<file path="src/rtl/vx_fetch_ooo.sv">
// vx_fetch_ooo: out-of-order instruction-fetch front end between the warp
// scheduler and the icache.
//
// Every accepted scheduler request takes a free entry of an ID-indexed
// metadata table. The entry id travels to the icache in the low bits of the
// request tag, and the uuid travels in the high bits. Responses can therefore
// return in any order: the echoed id looks up pc/tmask/wid combinationally.
// A flush is per issue slot (slot = wid % ISSUE_CNT). It marks that slot's
// in-flight entries as killed, and their responses are later consumed and
// counted without being forwarded. Other slots are not stalled.
//
// Ports:
//   clk, reset                    clock, async active-high reset
//   sched_*                       scheduler request (valid/ready, pc, tmask, wid, uuid)
//   icache_req_*                  icache request (word address, {uuid, id} tag)
//   icache_rsp_*                  icache response (instruction word, echoed tag)
//   fetch_*                       live instruction plus its metadata, to the ibuffer
//   flush[ISSUE_CNT]              per-slot kill pulse
//   ibuf_pop[ISSUE_CNT]           per-slot ibuffer pop (returns pending credit)
//   outstanding                   number of allocated table entries
//   dropped_cnt                   wrapping count of squashed responses

// Per-slot ibuffer credit counter. A flush zeroes it and overrides
// same-cycle inc/dec. A pop at zero is ignored.
module vx_fetch_ooo_pend #(
  parameter int CNT_W = 3
) (
  input  logic             clk,
  input  logic             reset,
  input  logic             inc_i,
  input  logic             dec_i,
  input  logic             flush_i,
  output logic [CNT_W-1:0] cnt_o
);
  logic [CNT_W-1:0] cnt_q, cnt_d;

  always_comb begin
    cnt_d = cnt_q;
    if (flush_i)                               cnt_d = '0;
    else if (inc_i && !dec_i)                  cnt_d = cnt_q + CNT_W'(1);
    else if (dec_i && !inc_i && cnt_q != '0)   cnt_d = cnt_q - CNT_W'(1);
  end

  always_ff @(posedge clk or posedge reset)
    if (reset) cnt_q <= '0;
    else       cnt_q <= cnt_d;

  assign cnt_o = cnt_q;

  a_pop_nonzero: assert property (@(posedge clk) disable iff (reset)
    (dec_i && !inc_i && !flush_i) |-> (cnt_q != '0));
endmodule

module vx_fetch_ooo #(
  parameter int NUM_WARPS   = 4,
  parameter int ISSUE_CNT   = (NUM_WARPS < 4) ? NUM_WARPS : 4,
  parameter int NUM_THREADS = 4,
  parameter int XLEN        = 32,
  parameter int UUID_W      = 44,
  parameter int DEPTH       = 8,
  parameter int IBUF_SIZE   = 4,
  parameter int ADDR_W      = 30,
  parameter int WID_W       = (NUM_WARPS > 1) ? $clog2(NUM_WARPS) : 1,
  parameter int ID_W        = (DEPTH > 1) ? $clog2(DEPTH) : 1
) (
  input  logic                     clk,
  input  logic                     reset,
  input  logic                     sched_valid,
  output logic                     sched_ready,
  input  logic [XLEN-1:0]          sched_pc,
  input  logic [NUM_THREADS-1:0]   sched_tmask,
  input  logic [WID_W-1:0]         sched_wid,
  input  logic [UUID_W-1:0]        sched_uuid,
  output logic                     icache_req_valid,
  input  logic                     icache_req_ready,
  output logic [ADDR_W-1:0]        icache_req_addr,
  output logic [UUID_W+ID_W-1:0]   icache_req_tag,
  input  logic                     icache_rsp_valid,
  output logic                     icache_rsp_ready,
  input  logic [31:0]              icache_rsp_data,
  input  logic [UUID_W+ID_W-1:0]   icache_rsp_tag,
  output logic                     fetch_valid,
  input  logic                     fetch_ready,
  output logic [XLEN-1:0]          fetch_pc,
  output logic [NUM_THREADS-1:0]   fetch_tmask,
  output logic [WID_W-1:0]         fetch_wid,
  output logic [UUID_W-1:0]        fetch_uuid,
  output logic [31:0]              fetch_instr,
  input  logic [ISSUE_CNT-1:0]     flush,
  input  logic [ISSUE_CNT-1:0]     ibuf_pop,
  output logic [ID_W:0]            outstanding,
  output logic [31:0]              dropped_cnt
);
  localparam int SLOT_W = (ISSUE_CNT > 1) ? $clog2(ISSUE_CNT) : 1;
  localparam int CNT_W  = $clog2(IBUF_SIZE + 1);
  localparam int OUT_W  = ID_W + 1;

  function automatic logic [SLOT_W-1:0] slot_of(input logic [WID_W-1:0] w);
    return SLOT_W'(int'(w) % ISSUE_CNT);
  endfunction

  // Table: control bits are reset, metadata is only meaningful when valid.
  logic [DEPTH-1:0]                  valid_q, valid_d, killed_q, killed_d;
  logic [DEPTH-1:0][XLEN-1:0]        pc_q;
  logic [DEPTH-1:0][NUM_THREADS-1:0] tmask_q;
  logic [DEPTH-1:0][WID_W-1:0]       wid_q;
  logic [OUT_W-1:0]                  out_q, out_d;
  logic [31:0]                       drop_q, drop_d;

  logic [ISSUE_CNT-1:0][CNT_W-1:0]   pend;
  logic [ISSUE_CNT-1:0]              pend_inc;

  logic              free_found;
  logic [ID_W-1:0]   free_id;
  logic [SLOT_W-1:0] sched_slot;
  logic              can_issue, alloc;
  logic [ID_W-1:0]   rsp_id;
  logic              live, rsp_fire, rsp_free, rsp_drop;
  logic [DEPTH-1:0]  flush_hit;

  // Lowest-index free entry.
  always_comb begin
    free_found = 1'b0;
    free_id    = '0;
    for (int i = DEPTH - 1; i >= 0; i--) begin
      if (!valid_q[i]) begin
        free_found = 1'b1;
        free_id    = ID_W'(i);
      end
    end
  end

  assign sched_slot       = slot_of(sched_wid);
  assign can_issue        = free_found && (pend[sched_slot] < CNT_W'(IBUF_SIZE))
                            && !flush[sched_slot];
  assign sched_ready      = icache_req_ready && can_issue;
  assign icache_req_valid = sched_valid && can_issue;
  assign alloc            = sched_valid && sched_ready;
  assign icache_req_addr  = sched_pc[ADDR_W+1:2];
  assign icache_req_tag   = {sched_uuid, free_id};

  // Response lookup. Killed entries drain without waiting on the ibuffer.
  assign rsp_id           = icache_rsp_tag[ID_W-1:0];
  assign live             = valid_q[rsp_id] && !killed_q[rsp_id];
  assign fetch_valid      = icache_rsp_valid && live;
  assign icache_rsp_ready = !live || fetch_ready;
  assign rsp_fire         = icache_rsp_valid && icache_rsp_ready;
  assign rsp_free         = rsp_fire && valid_q[rsp_id];
  assign rsp_drop         = rsp_free && killed_q[rsp_id];

  assign fetch_pc    = pc_q[rsp_id];
  assign fetch_tmask = tmask_q[rsp_id];
  assign fetch_wid   = wid_q[rsp_id];
  assign fetch_uuid  = icache_rsp_tag[UUID_W+ID_W-1:ID_W];
  assign fetch_instr = icache_rsp_data;

  // Kill only entries that are still in flight for the flushed slot.
  always_comb begin
    for (int i = 0; i < DEPTH; i++)
      flush_hit[i] = valid_q[i] && flush[slot_of(wid_q[i])];
  end

  always_comb begin
    valid_d  = valid_q;
    killed_d = killed_q | flush_hit;
    if (rsp_free) valid_d[rsp_id] = 1'b0;
    if (alloc) begin
      valid_d[free_id]  = 1'b1;
      killed_d[free_id] = 1'b0;
    end
    out_d = out_q;
    if (alloc && !rsp_free)      out_d = out_q + OUT_W'(1);
    else if (!alloc && rsp_free) out_d = out_q - OUT_W'(1);
    drop_d = rsp_drop ? drop_q + 32'd1 : drop_q;
  end

  always_ff @(posedge clk or posedge reset) begin
    if (reset) begin
      valid_q  <= '0;
      killed_q <= '0;
      out_q    <= '0;
      drop_q   <= '0;
    end else begin
      valid_q  <= valid_d;
      killed_q <= killed_d;
      out_q    <= out_d;
      drop_q   <= drop_d;
    end
  end

  always_ff @(posedge clk) begin
    if (alloc) begin
      pc_q[free_id]    <= sched_pc;
      tmask_q[free_id] <= sched_tmask;
      wid_q[free_id]   <= sched_wid;
    end
  end

  always_comb begin
    pend_inc = '0;
    if (alloc) pend_inc[sched_slot] = 1'b1;
  end

  for (genvar s = 0; s < ISSUE_CNT; s++) begin : g_pend
    vx_fetch_ooo_pend #(.CNT_W(CNT_W)) u_pend (
      .clk     (clk),
      .reset   (reset),
      .inc_i   (pend_inc[s]),
      .dec_i   (ibuf_pop[s]),
      .flush_i (flush[s]),
      .cnt_o   (pend[s])
    );
  end

  assign outstanding = out_q;
  assign dropped_cnt = drop_q;

  // The pc byte offset is not part of the icache word address.
  logic unused_pc_lsb;
  assign unused_pc_lsb = ^sched_pc[1:0];

  a_rsp_allocated: assert property (@(posedge clk) disable iff (reset)
    icache_rsp_valid |-> valid_q[rsp_id]);
endmodule

</file>
<file path="config.mk">
export PLATFORM = sky130hd
export DESIGN_NAME = vx_fetch_ooo
export DESIGN_NICKNAME = d
export VERILOG_FILES = /design/src/rtl/vx_fetch_ooo.sv
export SDC_FILE = /design/constraint.sdc
export NUM_CORES = 1
export LEC_CHECK = 0
export CAP_MARGIN = 20
export CORE_ASPECT_RATIO = 0.8
export CORE_MARGIN = 3
export CORE_UTILIZATION = 30
export CTS_CLUSTER_DIAMETER = 150
export DETAILED_ROUTE_END_ITERATION = 8
export PLACE_DENSITY = 0.53
export SLEW_MARGIN = 20
export SYNTH_ARGS = -nofsm -noshare
export SYNTH_HDL_FRONTEND = slang
export SYNTH_SLANG_ARGS = --single-unit
</file>
<file path="constraint.sdc">
create_clock -name clk -period 6.1 [get_ports clk]
set_input_delay 0.61 -clock clk [delete_from_list [all_inputs] [get_ports clk]]
set_output_delay 0.61 -clock clk [all_outputs]
set_load 0.1 [all_outputs]
</file>
## Word level (Yosys, flattened, before mapping)

Index checks and enable logic that the tools add are counted.

- Memories kept: 0
- Bits in latches: 0
- Flip-flop bits (word level): 368
- Output and inout port bits: 231
- Bits in read-only memories: 0
- RAM bits: 0
- Logic and storage cells: 201
- Bits of input ports: 175

- Shift operators: 0
- Multiplexer cells: 79
- $add $sub $neg: 11
- Bitwise logic cells: 6
- Multipliers: 0
- Eq/ne operators: 0
- Divide/modulo/power cells: 0
- Reductions and logical operators: 58
- Magnitude comparators: 15

Operator list:

| cell | number |
|---|---|
| 256-bit bitwise mux | 1 |
| 32-bit binary-select mux with 3-bit select | 1 |
| 32-bit demux with 3-bit select | 1 |
| 32-bit two-way mux | 2 |
| 3-bit two-way mux | 21 |
| 1-bit logical AND | 35 |
| 32-bit by 1-bit adder with 32-bit output, second input constant | 1 |
| 32-bit bitwise mux | 1 |
| 2-bit by 3-bit < comparator with 1-bit output, second input constant | 9 |
| 8-bit two-way mux | 3 |
| 3-bit nonzero test | 8 |
| 1-bit two-way mux | 22 |
| 4-bit two-way mux | 5 |
| 1-bit binary-select mux with 2-bit select | 9 |
| 8-bit bitwise AND | 2 |
| 16-bit bitwise mux | 1 |
| 8-bit NOT | 2 |
| 8-bit OR | 2 |
| 1-bit zero test | 13 |
| 3-bit by 1-bit adder with 3-bit output, second input constant | 4 |
| 4-bit binary-select mux with 3-bit select | 1 |
| 4-bit demux with 3-bit select | 1 |
| 3-bit by 1-bit subtractor with 3-bit output, second input constant | 4 |
| 3-bit by 4-bit < comparator with 1-bit output, second input constant | 2 |
| 14 further kinds | 18 |

## Longest topological paths before layout

Gate-level depths: netlist of run 1.

- Depth after elaboration: 19
- Mapped depth: 15
- Depth with buffers taken out: 13

## Cells and area by module

From an unflattened synthesis of run 1, not the netlist that was laid out.

- Cell total of the unflattened synthesis: 1114
- Area, all modules: 16400.7 um2

By module, submodules not included:

| module | seq. area each (um2) | area an instance (um2) | cells each | times used |
|---|---|---|---|---|
| vx_fetch_ooo | 10430.0 | 15539.9 | 1018 | 1 |
| vx_fetch_ooo_pend | 75.1 | 215.2 | 24 | 4 |

## Least setup slack after synthesis of run 1

No wires, ideal clock.

- Path type: register to register
- Start: reg valid_q[7]
- End: reg pc_q[128] (netlist name) (enable)
- Slack: -0.678 ns
- Buffers on the path: 0
- Setup time: 0.549 ns
- Clock period less this slack: 6.778 ns
- Stages on the path, launching flop included: 6
- Required time: 5.551 ns
- Data arrival time: 6.230 ns
- Cells stage by stage: dfrtp_1 nand2b_1 a21boi_0 o21ai_0 a21boi_0 nor4b_1

- Longest elaborated chain between the ends: 12

RTL lines:

| what | line | text |
|---|---|---|
| start: declaration | 103 | `logic [DEPTH-1:0] valid_q, valid_d, killed_q, killed_d;` |
| start signal: assignment | 184 | `valid_q <= valid_d;` |
| 1-bit two-way mux (8 in a row) | 126 | `if (!valid_q[i]) begin` |
| 1-bit logical AND | 134 | `assign can_issue = free_found && (pend[sched_slot] < CNT_W'(IBUF_SIZE))` |
| 1-bit logical AND | 135 | `&& !flush[sched_slot];` |
| 1-bit logical AND | 136 | `assign sched_ready = icache_req_ready && can_issue;` |
| 1-bit logical AND | 138 | `assign alloc = sched_valid && sched_ready;` |
| end signal: indexed assignment | 193 | `pc_q[free_id] <= sched_pc;` |
| end: declaration | 104 | `logic [DEPTH-1:0][XLEN-1:0] pc_q;` |

Every way passes these cells.
A chain may end at the register's enable or synchronous reset.

## Worst setup path after layout of run 1

- Start: in icache_rsp_tag[2]
- End: out fetch_tmask[2]

- Longest elaborated chain between the ends: 2

RTL lines:

| what | line | text |
|---|---|---|
| start: declaration | 81 | `input logic [UUID_W+ID_W-1:0] icache_rsp_tag,` |
| 4-bit binary-select mux with 3-bit select | 152 | `assign fetch_tmask = tmask_q[rsp_id];` |
| 4-bit two-way mux (not written as such) | 152 |  |
| end: declaration | 85 | `output logic [NUM_THREADS-1:0] fetch_tmask,` |

Every way passes these cells. The select of a mux whose other input is x is not followed.

==> metrics.txt, run 1 <==
clock power share 0.375; Area Overhead vs Synth 17.0%; vias in the first global route 9479; clock sinks 368; Post-synth EDFFs 304; Power Density 360 mW/mm^2; RSZ-0062 raised after global routing no; initial antenna violation count 2; Clock Skew 0.0338 ns; post-synthesis sequential area ratio 0.665; commonest cells after routing, fill and taps aside edfxtp_1, clkdlybuf4s50_1, nand2_1, dfrtp_1, nor2_1; CP Capture Type output port; global-route wire length before repair 63300 um; Core Box Area 0.0528 sq mm; crit path max fanout 45; clk buf depth 3; cts hold-fix bufs 0; DP Area 0.0175 sq mm; slowest CP cell clkdlybuf4s50_1; switching share of power 0.307; TritonCTS clock tree done; worst vdd ir 0.000182 V; worst rel slew slack 0.313; R2R cell count 6; RePlAce Congestion 0.761; post-CTS resize count 0; max-slew violations 0; NetSw 0.00209 W; WHS Endpoint dropped_cnt[31]; Leak 6.47 nW; Slew @ Worst Pin 1.03 ns; Post-synth ARST share 0.174; Fin. Hold Viols 0; Final setup viols 0; crit-path cells buf_4 > buf_4 > mux4_2 > nor2_1 > o21ai_0 > clkdlybuf4s50_1; DRT antenna net count 0; status complete, no violations; Netlist Area Pre-Place 0.0161 sq mm; Via Count 9188; Hold Crit Class reg2reg; maximum clock frequency 237 MHz; first-iteration detailed-routing DRC count 784; Synth Register Bits 368; min Tclk post-route 4.22 ns; design area 0.0189 sq mm; die area 0.0566 sq mm; Nets 1309; Crit path required time 5.49 ns; router iterations before antenna repair 5; Flop pwr share 0.438; CP dominant cell by count buf_4; synth warn 0; clock slew at reported path FFs 0.06 ns; Logic pwr share 0.187; H-Tree Depth 2; Final Total Pwr 0.00679 W; total CTS buffers 41; routed vias/inst 4.96; Synth cell types 65; commonest non-fill, non-tap cell in the layout edfxtp_1; reg2reg start g_pend[2].u_pend.cnt_o[2]; per-cell routed wire length 23.1 um; total negative slack 0 ns; worst flop-to-flop path endpoint wid_q[4]; placed cell count 1775; Synth Flop Type edfxtp_1; Max Cap Violations 0; Final Non-Filler Cells 1852; hold depth 1; drt drc 0; FF-to-FF setup slack 2.96 ns; height of the die 213 um; clk root buf clkbuf_16; clock latency on the worst-skew pair 0.57 ns; postcts setup bufs 0; Pint 0.00470 W; hpwl dp 27100 um; Min Hold Slack 0.468 ns; crit path DAT 3.61 ns; grt ovf 0; port bufs 165; HP Start dropped_cnt[31]; GRT Overall Usage 0.150; num rows 75; Initial Util 0.305; maximum number of pins on one net before global-route repair 65; CP max stage delay 1.20 ns; Synth Instances 1086; layout cells sized above 1 0.185; Avg Inst Size Synth 14.9 sq um; Post-Route WL 42700 um; Post-Syn Nets 1270; Period Utilization, post-route 0.693; Setup CP Type in2out; die width 265 um; IO Pins 406; Worst setup SP type primary input
## Yosys cell counts, types with 16 or more instances
| cell | instances | area [sq um] |
|---|---|---|
| a22oi_1 | 26 | 195 |
| xnor2_1 | 23 | 201 |
| o21ai_0 | 36 | 180 |
| a21oi_1 | 17 | 85.1 |
| nor2_1 | 65 | 244 |
| mux4_2 | 35 | 788 |
| mux2_2 | 33 | 372 |
| dfrtp_1 | 64 | 1600 |
| edfxtp_1 | 304 | 9130 |
| nand2_1 | 64 | 240 |
| nand3_1 | 16 | 80.1 |
| clkbuf_1 | 26 | 97.6 |
| buf_4 | 150 | 1130 |
| a221oi_1 | 40 | 350 |
## power by group through the flow
stage / Clock, W / Combinational, W / Sequential, W
3_5_place_dp: 0 / 0.00128 / 0.00302
3_3_place_gp: 0 / 0.00127 / 0.00302
6_report: 0.00255 / 0.00127 / 0.00297
4_1_cts: 0.00263 / 0.00129 / 0.00297
5_1_grt: 0.00273 / 0.00135 / 0.00299
2_1_floorplan: 0 / 0.00111 / 0.00318
## how the worst max path moves through the flow
| stage | start | endpoint | slack (ns) | cells after the start |
|---|---|---|---|---|
| 4_1_cts | icache_rsp_tag[2] | fetch_tmask[2] | 1.80 | 6 |
| 6_report | icache_rsp_tag[2] | fetch_tmask[2] | 1.88 | 6 |
| 5_1_grt | icache_rsp_tag[2] | fetch_tmask[2] | 1.75 | 6 |
| 3_5_place_dp | icache_rsp_tag[2] | fetch_tmask[2] | 1.80 | 6 |
| 2_1_floorplan | sched_wid[1] | pc_q[128] | 0.16 | 3 |
| 3_3_place_gp | icache_rsp_tag[2] | fetch_tmask[2] | 1.81 | 6 |
## final cells by class
type                    count  area [sq um]
fillers                  4999         34000
multi-input cells         509          4080
diodes                      1          2.50
inverters                  17          63.8
well taps                 693           867
repair buffers            188          1730
clock inverters            28           353
clock buffers              48          1050
flip-flops and latches    368         10700
## per-layer routing
| metal | wire (um) | part of all wire | global-route usage |
|---|---|---|---|
| met5 | 37 | 0.00087 | 0.00491 |
| met4 | 1580 | 0.037 | 0.0671 |
| met3 | 2860 | 0.067 | 0.0384 |
| met2 | 18700 | 0.44 | 0.222 |
| met1 | 19600 | 0.46 | 0.209 |
## flip-flops by register name, summed over array words and instances (netlist names)
name	count
wid_q	16
tmask_q	32
dropped_cnt	32
killed_q	8
pc_q	256
valid_q	8
outstanding	4
g_pend.u_pend.cnt_o	12
## stage by stage
step | setup slack, ns | utilization
2_1_floorplan | 0.163 | -
3_3_place_gp | 1.81 | 0.331
3_5_place_dp | 1.80 | 0.331
4_1_cts | 1.80 | 0.357
5_1_grt | 1.75 | 0.357
6_report | 1.88 | 0.357
## critical path: cells and delay by family
kind	cells	cell delay (ns)
buf+inv	3	2.33
mux	1	0.30
compound gates	1	0.30
simple gates	1	0.04
## cell families (layout without fill, tap and decap cells)
family	Yosys count	in the layout	synth area share
DFF	368	368	0.665
and+or+nand+nor	210	210	0.0614
buffers and inverters	209	281	0.0854
AOI/OAI and AO/OA	171	171	0.0778
muxes	81	81	0.0804
xor gates and xnor gates	38	38	0.0206
adders and majority gates	9	9	0.00931
other	0	1	0
Note: power is estimated with default switching activity, not from simulation.
==> run 2: changes to the inputs <==
==> constraint.sdc (replaced) <==
create_clock -name clk -period 3.8 [get_ports clk]
set_input_delay 0.38 -clock clk [delete_from_list [all_inputs] [get_ports clk]]
set_output_delay 0.38 -clock clk [all_outputs]
set_load 0.1 [all_outputs]
==> metrics.txt, run 2 (synthesis results as in run 1) <==
status complete, no violations (unchanged); Crit path required time 3.42 ns (was 5.49 ns); switching share of power 0.312 (was 0.307); RSZ-0062 raised after global routing no (unchanged); worst rel slew slack 0.329 (was 0.313); total negative slack 0 ns (unchanged); crit path DAT 2.82 ns (was 3.61 ns); IO Pins 406 (unchanged); Area Overhead vs Synth 19.4% (was 17.0%); global route hottest layer met2 (unchanged); filler cell count 4991 (was 4999); Via Count 9418 (was 9188); CP Capture Type output port (unchanged); grt met1 use 0.209 (about the same); hold depth 3 (was 1); R2R cell count 13 (was 6); per-cell routed wire length 23.4 um (was 23.1 um); maximum number of pins on one net before global-route repair 41 (was 65); global-route wire length before repair 64100 um (was 63300 um); Initial Util 0.305 (unchanged); max-slew violations 0 (unchanged); NetSw 0.00329 W (was 0.00209 W); maximum clock frequency 313 MHz; Critical Path Source icache_rsp_tag[1] (was icache_rsp_tag[2]); clock power share 0.342 (was 0.375); Setup CP Type in2out (unchanged); die area 0.0566 sq mm (unchanged); Slew @ Worst Pin 1.00 ns (was 1.03 ns); clock sinks 368 (unchanged); Period Utilization, post-route 0.841; clock latency on the worst-skew pair 0.55 ns (was 0.57 ns); commonest non-fill, non-tap cell in the layout edfxtp_1 (unchanged); max reg flops 256 (unchanged); DRT antenna net count 0 (unchanged); Leak 6.70 nW (was 6.47 nW); register with the most flip-flops pc_q (unchanged); Final setup viols 0 (unchanged); GRT Overall Usage 0.152 (was 0.150); vias in the first global route 9520 (was 9479); Hold Crit Class in2reg (was reg2reg); drt drc 0 (unchanged); clk buf depth 3 (unchanged); reg2reg start valid_q[3] (was g_pend[2].u_pend.cnt_o[2]); die width 265 um (unchanged); Fin. Hold Viols 0 (unchanged); RePlAce Congestion 0.774 (was 0.761); post-CTS resize count 0 (unchanged); postcts setup bufs 0 (unchanged); Min Hold Slack 0.199 ns (was 0.468 ns); grt ovf 0 (unchanged); height of the die 213 um (unchanged); Max Cap Violations 0 (unchanged); Pint 0.00727 W (was 0.00470 W); H-Tree Depth 2 (unchanged); Final Non-Filler Cells 1862 (was 1852); TritonCTS clock tree done (unchanged); routed vias/inst 5.06 (was 4.96); Clock Skew 0.0186 ns (was 0.0338 ns); layout cells sized above 1 0.223 (was 0.185); cts hold-fix bufs 0 (unchanged); min Tclk post-route 3.20 ns; commonest cells after routing, fill and taps aside edfxtp_1, clkdlybuf4s50_1, buf_4 (was edfxtp_1, clkdlybuf4s50_1, nand2_1, dfrtp_1, nor2_1); placed cell count 1791 (was 1775); port bufs 165 (unchanged); total CTS buffers 40 (was 41); Post-Route WL 43600 um (was 42700 um); crit path max fanout 26 (was 45); met3 Usage GRT 0.0343 (was 0.0384); Core Box Area 0.0528 sq mm (unchanged); Logic pwr share 0.207 (was 0.187); clock slew at reported path FFs 0.06 ns (about the same); Layout Utilization 0.365 (was 0.357); Power Density 549 mW/mm^2 (was 360 mW/mm^2); Global Route met2 Usage 0.237 (was 0.222); router iterations before antenna repair 5 (unchanged); hpwl dp 28000 um (was 27100 um); first-iteration detailed-routing DRC count 719 (was 784); HP Start icache_rsp_tag[2] (was dropped_cnt[31]); Nets 1324 (was 1309); initial antenna violation count 3 (was 2); num rows 75 (unchanged); Worst setup SP type primary input (unchanged); clk root buf clkbuf_16 (unchanged); worst vdd ir 0.000225 V (was 0.000182 V); Flop pwr share 0.452 (was 0.438)
## run 2: cell count changes in the layout (fill, tap and decap cells not counted), moves of 3 or more
cell,previous run,this run
buf_12,0,44
bufinv_16,6,1
o21ai_0,36,15
clkinv_8,3,0
clkbuf_1,7,10
clkdlybuf4s50_1,129,89
buf_4,59,70
o21ai_1,0,21
## run 2: path summary, 6_finish.rpt
path / slack, ns / endpoint
max reg2reg: 0.85 / outstanding[3]
min reg2reg: 0.46 / dropped_cnt[31]
max: 0.60 / fetch_pc[6]
max in group asynchronous: 2.60 / g_pend[3].u_pend.cnt_o[0]
min: 0.20 / valid_q[4]
min in group asynchronous: 0.27 / dropped_cnt[3]
## run 2: final cells by class
cell class | instances | area [sq um] | share of cell area
Sequential cell | 368 | 10700 | 0.557
Multi-Input combinational cell | 509 | 4100 | 0.213
Timing Repair Buffer | 204 | 2300 | 0.120
Clock buffer | 51 | 1060 | 0.0552
Tap cell | 693 | 867 | 0.0450
Clock inverter | 19 | 128 | 0.00663
Inverter | 17 | 63.8 | 0.00331
Antenna cell | 1 | 2.50 | 0.000130
## run 2: per-layer routing
| layer | vias to the layer above | wire length (um) |
|---|---|---|
| met5 | - | 22 |
| met4 | 4 | 1360 |
| met3 | 121 | 2900 |
| met2 | 342 | 20200 |
| met1 | 4837 | 19100 |
| li1 | 4114 | - |
## run 2: power groups by stage
| stage | combinational [W] | sequential [W] | clock (W) |
|---|---|---|---|
| floorplan | 0.00181 | 0.00511 | 0 |
| global placement | 0.00219 | 0.00485 | 0 |
| detailed placement | 0.00221 | 0.00485 | 0 |
| CTS | 0.00221 | 0.00477 | 0.00374 |
| global route | 0.00231 | 0.00480 | 0.00390 |
| finish | 0.00218 | 0.00477 | 0.00361 |
## run 2: critical path: stages
cell	delay (ns)
buf_4	0.36
clkinv_1	0.22
buf_4	0.25
nor2_1	0.59
a222oi_1	0.22
o21ai_0	0.52
buf_12	0.25
## run 2: metrics by stage
step	area [sq um]	setup WS, ns	power, W
5_1_grt	19300	0.419	0.0110
3_3_place_gp	18100	0.499	0.00704
6_report	19300	0.604	0.0106
4_1_cts	19300	0.585	0.0107
3_5_place_dp	18100	0.549	0.00706
2_1_floorplan	16200	0.00263	0.00691
==> run 3: changes to the inputs <==
==> constraint.sdc (replaced) <==
create_clock -name clk -period 2.9 [get_ports clk]
set_input_delay 0.29 -clock clk [delete_from_list [all_inputs] [get_ports clk]]
set_output_delay 0.29 -clock clk [all_outputs]
set_load 0.1 [all_outputs]
==> metrics.txt, run 3 (synthesis results as in run 1) <==
filler cell count 4942 (was 4991); FF-to-FF setup slack 0.22 ns (was 0.85 ns); worst rel slew slack 0.312 (was 0.329); postcts setup bufs 0 (unchanged); clock slew at reported path FFs 0.06 ns (about the same); worst vdd ir 0.000439 V (was 0.000225 V); register with the most flip-flops pc_q (unchanged); Final setup viols 0 (unchanged); Leak 7.05 nW (was 6.70 nW); worst flop-to-flop path endpoint outstanding[3] (unchanged); maximum clock frequency 373 MHz; commonest cells after routing, fill and taps aside edfxtp_1, buf_4, nand2_1, dfrtp_1, nor2_1 (was edfxtp_1, clkdlybuf4s50_1, buf_4); Hold Crit Class in2reg (unchanged); total negative slack 0 ns (unchanged); Setup CP Type reg2reg (was in2out); max reg flops 256 (unchanged); reg2reg start killed_q[7] (was valid_q[3]); Initial Util 0.305 (unchanged); vias in the first global route 9655 (was 9520); clk root buf clkbuf_16 (unchanged); CP Capture Type flop (was output port); Fin. Hold Viols 0 (unchanged); placed cell count 1833 (was 1791); global route hottest layer met2 (unchanged); min Tclk post-route 2.68 ns; initial antenna violation count 5 (was 3); DRT antenna net count 0 (unchanged); HP Start icache_rsp_tag[2] (unchanged); cts hold-fix bufs 0 (unchanged); GRT Overall Usage 0.155 (was 0.152); maximum number of pins on one net before global-route repair 51 (was 41); Slew @ Worst Pin 1.03 ns (was 1.00 ns); die area 0.0566 sq mm (unchanged); num rows 75 (unchanged); met3 Usage GRT 0.0460 (was 0.0343); Max Cap Violations 0 (unchanged); Nets 1364 (was 1324); status complete, no violations (unchanged); Post-Route WL 44500 um (was 43600 um); Area Overhead vs Synth 22.1% (was 19.4%); RePlAce Congestion 0.784 (was 0.774); first-iteration detailed-routing DRC count 777 (was 719); clk buf depth 3 (unchanged); global-route wire length before repair 65600 um (was 64100 um); drt drc 0 (unchanged); routed vias/inst 5.06 (about the same); WHS Endpoint valid_q[3] (was valid_q[4]); clock sinks 368 (unchanged); TritonCTS clock tree done (unchanged); Core Box Area 0.0528 sq mm (unchanged); layout cells sized above 1 0.308 (was 0.223); H-Tree Depth 2 (unchanged); Final Non-Filler Cells 1902 (was 1862); hold depth 2 (was 3); Crit path required time 3.33 ns (was 3.42 ns); Clock Skew 0.0170 ns (was 0.0186 ns); die width 265 um (unchanged); port bufs 165 (unchanged); commonest non-fill, non-tap cell in the layout edfxtp_1 (unchanged); max-slew violations 0 (unchanged); grt ovf 0 (unchanged); crit path max fanout 2 (was 26); number of diodes 0 (was 1); R2R cell count 13 (unchanged); Worst setup SP type flop (was primary input); IO Pins 406 (unchanged); RSZ-0062 raised after global routing no (unchanged); clock latency on the worst-skew pair 0.55 ns (about the same); grt met1 use 0.219 (was 0.209); post-CTS resize count 0 (unchanged); hpwl dp 29200 um (was 28000 um); per-cell routed wire length 23.4 um (about the same); router iterations before antenna repair 5 (unchanged); height of the die 213 um (unchanged); total CTS buffers 38 (was 40); crit path DAT 3.11 ns (was 2.82 ns); Global Route met2 Usage 0.235 (was 0.237); Power Density 712 mW/mm^2 (was 549 mW/mm^2); Via Count 9629 (was 9418); Period Utilization, post-route 0.924
## run 3: changes by cell type in the layout (fill, tap and decap cells not counted), moves of 3 or more
| cell | previous run | this run |
|---|---|---|
| buf_12 | 44 | 52 |
| buf_4 | 70 | 143 |
| clkdlybuf4s50_1 | 89 | 51 |
| clkinv_2 | 6 | 11 |
| o21ai_0 | 15 | 11 |
| o21ai_1 | 21 | 3 |
| o21ai_2 | 0 | 22 |
| o221ai_1 | 3 | 0 |
| o221ai_2 | 0 | 3 |
## run 3: final cells by class
class,instances,area (sq um),area share
flip-flops and latches,368,10700,0.545
multi-input cells,509,4230,0.215
repair buffers,246,2630,0.133
clock buffers,48,1010,0.0513
well taps,693,867,0.0440
clock inverters,21,170,0.00864
inverters,17,63.8,0.00324
## run 3: where the power goes
group,leakage [nW],switching [W],internal [W]
registers,3.56,0.000193,0.00600
logic,2.90,0.00215,0.000957
clock network,0.585,0.00206,0.00267
total,7.05,0.00440,0.00963
## run 3: critical path: stages (launching register included)
cell and delay, ns:
dfrtp_1 0.38, mux2_2 0.27, a221oi_1 0.28, o22ai_2 0.15, o211a_1 0.25, inv_2 0.07
ha_1 0.15, inv_1 0.06, ha_1 0.27, a21o_1 0.18, a21oi_1 0.17, xnor2_1 0.13
nor2_1 0.07, xor2_1 0.14
## run 3: stage by stage
| stage | hold slack (ns) | total power [W] | area [sq um] | utilization | setup WS (ns) |
|---|---|---|---|---|---|
| finish | 0.121 | 0.0140 | 19700 | 0.373 | 0.221 |
| global route | 0.130 | 0.0146 | 19700 | 0.373 | 0.0434 |
| CTS | 0.107 | 0.0142 | 19700 | 0.373 | 0.206 |
| detailed placement | 0.485 | 0.00943 | 18500 | 0.351 | 0.0126 |
| global placement | 0.463 | 0.00941 | 18500 | 0.351 | -0.00944 |
| floorplan | 0.389 | 0.00912 | 16300 | - | 0.0244 |
## run 3: how the worst max path moves through the flow
stage | from | end | slack, ns | cells after the start
final | killed_q[7] | outstanding[3] | 0.22 | 13
after global routing | valid_q[5] | outstanding[3] | 0.04 | 13
after CTS | killed_q[7] | outstanding[3] | 0.21 | 13
after detailed placement | sched_wid[1] | outstanding[3] | 0.01 | 12
after global placement | sched_wid[1] | outstanding[3] | -0.009 | 12
after floorplan | valid_q[4] | pc_q[128] | 0.02 | 4
## run 3: per-layer routing
metal	vias to the layer above	wire length (um)
li1	4218	-
met1	4885	20400
met2	412	19700
met3	104	3370
met4	10	992
met5	-	107
